===== config.mk =====
export PLATFORM = sky130hd
export DESIGN_NAME = pipeline_stall_controller
export DESIGN_NICKNAME = d
export VERILOG_FILES = /design/src/rtl/pipeline_stall_controller.sv
export SDC_FILE = /design/constraint.sdc
export NUM_CORES = 1
export LEC_CHECK = 0
export CORE_MARGIN = 2
export CORE_UTILIZATION = 38
export CTS_CLUSTER_SIZE = 28
export DETAILED_ROUTE_END_ITERATION = 12
export PLACE_DENSITY_LB_ADDON = 0.08
export SETUP_SLACK_MARGIN = 0.02
export SYNTH_ARGS = -nofsm -noshare
export SYNTH_HDL_FRONTEND = slang
export SYNTH_SLANG_ARGS = --single-unit

===== constraint.sdc =====
create_clock -name clk_i -period 4.9 [get_ports clk_i]
set_input_delay 0.735 -clock clk_i [delete_from_list [all_inputs] [get_ports clk_i]]
set_output_delay 0.735 -clock clk_i [all_outputs]
set_load 0.05 [all_outputs]

===== src/rtl/pipeline_stall_controller.sv =====
// -----------------------------------------------------------------------------
// pipeline_stall_controller
//
// Central stall/flush sequencer for the 5-stage pipeline. Combines load-use
// hazards, taken-branch flushes, multi-cycle mul/div occupancy and data-memory
// wait into one prioritised set of write-enable / bubble / flush controls for
// the PC and the IF/ID, ID/EX, EX/MEM and MEM/WB pipeline registers.
//
// Parameters:
//   MD_LATENCY  total freeze cycles for one mul/div op, start cycle included
//               (legal range 2..15)
//   CNT_WIDTH   width of the stall-cycle counter
//
// Configuration macro:
//   STALL_CNT_EN  defined   -> stall_cnt_o counts non-IDLE cycles with
//                              pc_write_o=0, wrapping at 2^CNT_WIDTH
//                 undefined -> no counter register, stall_cnt_o tied to 0
//
// Ports:
//   clk_i, rst_i       rising-edge clock, asynchronous active-high reset
//   start_i            leave IDLE (sampled only in IDLE)
//   load_use_i         load-use hazard in ID
//   branch_taken_i     branch in ID resolved taken
//   md_start_i         mul/div instruction present in EX
//   dmem_stall_i       data memory not ready this cycle
//   pc_write_o, if_id_write_o, id_ex_write_o, ex_mem_write_o
//                      register write enables
//   if_id_flush_o      zero IF/ID on this edge
//   id_ex_bubble_o, ex_mem_bubble_o, mem_wb_bubble_o
//                      load zero control into the named register
//   md_done_o          first RUN cycle after a mul/div busy phase
//   state_o            IDLE=00, RUN=01, MD_BUSY=10
//   stall_cnt_o        stall-cycle count
// -----------------------------------------------------------------------------
module pipeline_stall_controller #(
  parameter int unsigned MD_LATENCY = 4,
  parameter int unsigned CNT_WIDTH  = 32
) (
  input  logic                 clk_i,
  input  logic                 rst_i,
  input  logic                 start_i,
  input  logic                 load_use_i,
  input  logic                 branch_taken_i,
  input  logic                 md_start_i,
  input  logic                 dmem_stall_i,
  output logic                 pc_write_o,
  output logic                 if_id_write_o,
  output logic                 if_id_flush_o,
  output logic                 id_ex_write_o,
  output logic                 id_ex_bubble_o,
  output logic                 ex_mem_write_o,
  output logic                 ex_mem_bubble_o,
  output logic                 mem_wb_bubble_o,
  output logic                 md_done_o,
  output logic [1:0]           state_o,
  output logic [CNT_WIDTH-1:0] stall_cnt_o
);

  typedef enum logic [1:0] {
    ST_IDLE    = 2'b00,
    ST_RUN     = 2'b01,
    ST_MD_BUSY = 2'b10
  } state_t;

  // The start cycle in RUN is the first freeze cycle, so MD_BUSY lasts
  // MD_LATENCY-1 cycles.
  localparam logic [3:0] MD_LOAD = 4'(MD_LATENCY - 1);

  state_t     r_state, w_state_nxt;
  logic [3:0] r_md_cnt, w_md_cnt_nxt;
  logic       r_md_done, w_md_done_nxt;
  logic       w_md_trigger;
  logic       w_md_hold;

  // md_done masks md_start for one cycle so the mul/div still sitting in EX
  // on its completion cycle does not start a second busy phase.
  assign w_md_trigger = (r_state == ST_RUN) && md_start_i && !r_md_done;
  assign w_md_hold    = (r_state == ST_MD_BUSY) || w_md_trigger;

  // ---------------------------------------------------------------------------
  // State register
  // ---------------------------------------------------------------------------
  // NOTE: sequential state uses non-blocking assignments only, so every
  // register samples the pre-edge values of the others.
  always_ff @(posedge clk_i or posedge rst_i) begin
    if (rst_i) begin
      r_state   <= ST_IDLE;
      r_md_cnt  <= '0;
      r_md_done <= 1'b0;
    end else begin
      r_state   <= w_state_nxt;
      r_md_cnt  <= w_md_cnt_nxt;
      r_md_done <= w_md_done_nxt;
    end
  end

  // ---------------------------------------------------------------------------
  // Next-state logic. The counter runs every MD_BUSY cycle regardless of
  // dmem_stall_i, so a memory wait never lengthens the mul/div window.
  // ---------------------------------------------------------------------------
  // NOTE: every combinational output gets a default first; without it a
  // missed branch would infer a latch.
  always_comb begin
    w_state_nxt   = r_state;
    w_md_cnt_nxt  = r_md_cnt;
    w_md_done_nxt = 1'b0;
    unique case (r_state)
      ST_IDLE: begin
        if (start_i) w_state_nxt = ST_RUN;
      end
      ST_RUN: begin
        if (w_md_trigger) begin
          w_state_nxt  = ST_MD_BUSY;
          w_md_cnt_nxt = MD_LOAD;
        end
      end
      ST_MD_BUSY: begin
        if (r_md_cnt == 4'd1) begin
          w_state_nxt   = ST_RUN;
          w_md_cnt_nxt  = '0;
          w_md_done_nxt = 1'b1;
        end else begin
          w_md_cnt_nxt = r_md_cnt - 4'd1;
        end
      end
      default: begin
        w_state_nxt  = ST_IDLE;
        w_md_cnt_nxt = '0;
      end
    endcase
  end

  // ---------------------------------------------------------------------------
  // Pipeline controls: first matching rule wins. Any active stall rule
  // suppresses the branch flush; ID re-presents the branch later.
  // ---------------------------------------------------------------------------
  always_comb begin
    pc_write_o      = 1'b1;
    if_id_write_o   = 1'b1;
    if_id_flush_o   = 1'b0;
    id_ex_write_o   = 1'b1;
    id_ex_bubble_o  = 1'b0;
    ex_mem_write_o  = 1'b1;
    ex_mem_bubble_o = 1'b0;
    mem_wb_bubble_o = 1'b0;
    if (r_state == ST_IDLE) begin
      pc_write_o      = 1'b0;
      if_id_write_o   = 1'b0;
      id_ex_write_o   = 1'b0;
      ex_mem_write_o  = 1'b0;
      id_ex_bubble_o  = 1'b1;
      ex_mem_bubble_o = 1'b1;
      mem_wb_bubble_o = 1'b1;
    end else if (dmem_stall_i) begin
      pc_write_o      = 1'b0;
      if_id_write_o   = 1'b0;
      id_ex_write_o   = 1'b0;
      ex_mem_write_o  = 1'b0;
      mem_wb_bubble_o = 1'b1;
    end else if (w_md_hold) begin
      // Freeze the front end; EX/MEM takes bubbles while the unit iterates.
      pc_write_o      = 1'b0;
      if_id_write_o   = 1'b0;
      id_ex_write_o   = 1'b0;
      ex_mem_bubble_o = 1'b1;
    end else if (load_use_i) begin
      pc_write_o      = 1'b0;
      if_id_write_o   = 1'b0;
      id_ex_bubble_o  = 1'b1;
    end else if (branch_taken_i) begin
      if_id_flush_o   = 1'b1;
    end
  end

  assign md_done_o = r_md_done;
  assign state_o   = r_state;

  // ---------------------------------------------------------------------------
  // Optional stall-cycle counter
  // ---------------------------------------------------------------------------
`ifdef STALL_CNT_EN
  logic [CNT_WIDTH-1:0] r_stall_cnt;

  always_ff @(posedge clk_i or posedge rst_i) begin
    if (rst_i) begin
      r_stall_cnt <= '0;
    end else if ((r_state != ST_IDLE) && !pc_write_o) begin
      r_stall_cnt <= r_stall_cnt + 1'b1;
    end
  end

  assign stall_cnt_o = r_stall_cnt;
`else
  assign stall_cnt_o = '0;
`endif

endmodule


==> flow_metrics.env <==
export IMPL_worst_pin_slew_ns=0.514
export IMPL_core_mm2=0.00190
export IMPL_max_slew_margin_rel_pct=65.7
export IMPL_start_util_pct=39.5
export IMPL_endpoint_kind="primary output"
export IMPL_maxCapViolCount=0
export IMPL_crit_slowest_cell="clkdlybuf4s50_1"
export IMPL_grt_pass1_vias=469
export IMPL_io_pins=50
export IMPL_p_leak_uw=0.000433
export IMPL_ant_nets=0
export IMPL_synth_cells=92
export IMPL_cts_resized=0
export IMPL_cp_start_kind="input port"
export IMPL_path_clk_slew_ns=0.05
export IMPL_root_buffer="clkbuf_4"
export IMPL_final_cell_mix="32 x conb_1, 17 x clkdlybuf4s50_1, 11 x inv_1, 7 x ha_1, 7 x dfrtp_1"
export IMPL_yosys_area_share_simple_pct=12.5
export IMPL_vias_per_cell=3.86
export IMPL_cp_max_fo=3
export IMPL_htreeDepth=1
export IMPL_rows=16
export IMPL_timing_fmax_ghz=0.299
export IMPL_setup_tns_ns=0
export IMPL_die_h_um=48.4
export IMPL_path_delay_family="buffers and inverters"
export IMPL_vias=532
export IMPL_peakVddDrop_uv=258
export IMPL_cellPowerDensity_mw_per_mm2=663
export IMPL_cp_arrival_ns=2.61
export IMPL_layout_commonest_cell="conb_1"
export IMPL_hold_path_class="reg2reg"
export IMPL_grt_antenna_before_repair=0
export IMPL_first_pass_iters=4
export IMPL_worst_slack_ns=1.55
export IMPL_syn_avg_cell_area_um2=8.16
export IMPL_totalWireLength_um=1270
export IMPL_maxSlewViolCount=0
export IMPL_synth_cell_types=25
export IMPL_synth_compound_area_share_pct=13.5
export IMPL_synth_top_family_by_area="buffers and inverters"
export IMPL_drt_initial_drc_count=6
export IMPL_tritoncts="built"
export IMPL_min_delay_start="r_md_cnt[3]"
export IMPL_hold_buffers=0
export IMPL_cpPeakStageDelay_ns=0.83
export IMPL_clkLatencyLatePin_ns=0.26
export IMPL_drc=0
export IMPL_multi_input_comb_area_um2=403
export IMPL_fin_crit_ns=3.35
export IMPL_rr_startpoint="r_md_cnt[1]"
export IMPL_die_area_mm2=0.00235
export IMPL_dp_slack_ns=1.59
export IMPL_clock_sinks=7
export IMPL_nNetsFinal=126
export IMPL_syn_area_um2=751
export IMPL_crit_type="in2out"
export IMPL_hpwl_um=1040
export IMPL_grt_ovfl_total=0
export IMPL_ys_seq_area_share_pct=23.3
export IMPL_drive_gt1_share_pct=6.31
export IMPL_grt_usage_pct=11.2
export IMPL_cts_buffers=3
export IMPL_crit_top_cell="clkdlybuf4s50_1"
export IMPL_synthAdderAreaFrac_pct=11.7
export IMPL_die_x_um=48.4
export IMPL_n_antenna_cell=0
export IMPL_grt_max_degree=8
export IMPL_io_buffers=17
export IMPL_worst_path_buf_inv=2
export IMPL_place_gp_congestion=0.721
export IMPL_yosys_warnings=0
export IMPL_synth_xor_area_share_pct=0
export IMPL_wl_per_cell_um=9.20
export IMPL_worstPathRequired_ns=4.16
export IMPL_status="complete, no violations"
export IMPL_clock_path_buffers=2
export IMPL_cts_setup_buffers=0
export IMPL_synth_seq_cells=7
export IMPL_hold_viol=0
export IMPL_grt_pass1_wl_um=2010
export IMPL_syn2layout_area_growth_pct=13.2
export IMPL_period_share_pct=68.4
export IMPL_path_cells="clkdlybuf4s50_1 > a31oi_1 > nand2_1 > nor3b_1 > clkdlybuf4s50_1"
export IMPL_finalClockSkew_ns=0.00278
export IMPL_seqCellArea_um2=175
export IMPL_hold_slack_ns=0.551
export IMPL_rsz0062_at_grt="false"
export IMPL_fillers=206
export IMPL_critPathLaunch="md_start_i"
export IMPL_setup_viol=0
export IMPL_muxShareOfSynthArea_pct=0
[synthesized netlist by cell type, drive strengths merged]
library cell,number,area share (%)
nand2,4,2.0
o22ai,1,0.83
nor3,1,0.67
a22o,2,2.5
o211ai,1,1.0
nor2b,1,0.83
o21ai,5,3.3
buf,33,33
nor2,6,3.0
nor3b,1,1.0
a31o,1,1.2
inv,11,5.5
and2b,1,1.2
o21bai,1,1.0
conb,1,0.50
nand3,1,0.67
nand2b,1,0.83
a222oi,1,1.3
nor4,1,0.83
a21oi,1,0.67
a31oi,2,1.7
ha,7,12
or3b,1,1.5
dfrtp,7,23
[cells by family after synthesis]
group,count (synthesis)
DFF,7
AOI/OAI and AO/OA,15
and+or+nand+nor,18
buffers and inverters,44
other,1
adders and majority gates,7
[worst paths after layout]
path	cells past startpoint	end	slack, ns
max	5	if_id_flush_o	1.55
min	1	r_md_cnt[3]	0.55
max reg2reg	5	state_o[0]	3.07
min reg2reg	1	r_md_cnt[3]	0.55
max in group asynchronous	2	r_md_cnt[0]	3.97
min in group asynchronous	2	r_md_cnt[3]	0.71
[worst register-to-register path: stages, from the launching register on]
cell and delay, ns:
dfrtp_1 0.39, inv_1 0.09, ha_1 0.14, or3b_4 0.39, a222oi_1 0.53, o21ai_0 0.15
[final cells by class]
class                           count  area share, %
Sequential cell                     7           20.6
Clock buffer                        4           3.09
Tap cell                           27           3.98
Inverter                           11           4.86
Multi-Input combinational cell     72           47.4
Timing Repair Buffer               17           20.0
[through the flow]
step	power, uW	util, %	cell area, um^2	instances
2_1_floorplan	430	-	867	123
3_3_place_gp	511	43.3	823	134
6_report	563	44.7	850	138
4_1_cts	567	44.7	850	138
5_1_grt	604	44.7	850	138
3_5_place_dp	511	43.3	823	134
[sequential cells by signal, summed over array words and instances (netlist names)]
| register | count |
|---|---|
| md_done_o | 1 |
| state_o | 2 |
| r_md_cnt | 4 |
[layer usage]
metal	track usage, %	vias up	part of all wire (%)
met1	14.2	230	47
met4	7.14	0	2.4
met5	0	-	0
met2	16.9	27	43
li1	-	272	-
met3	3.09	3	7.6
[where the power goes]
part | leakage (uW) | switching, uW | internal, uW
clock network | 0.0000150 | 22.9 | 31.2
logic | 0.000325 | 281 | 130
registers | 0.0000932 | 20.7 | 77.8
No activity file was read; power rests on OpenSTA's default activity.
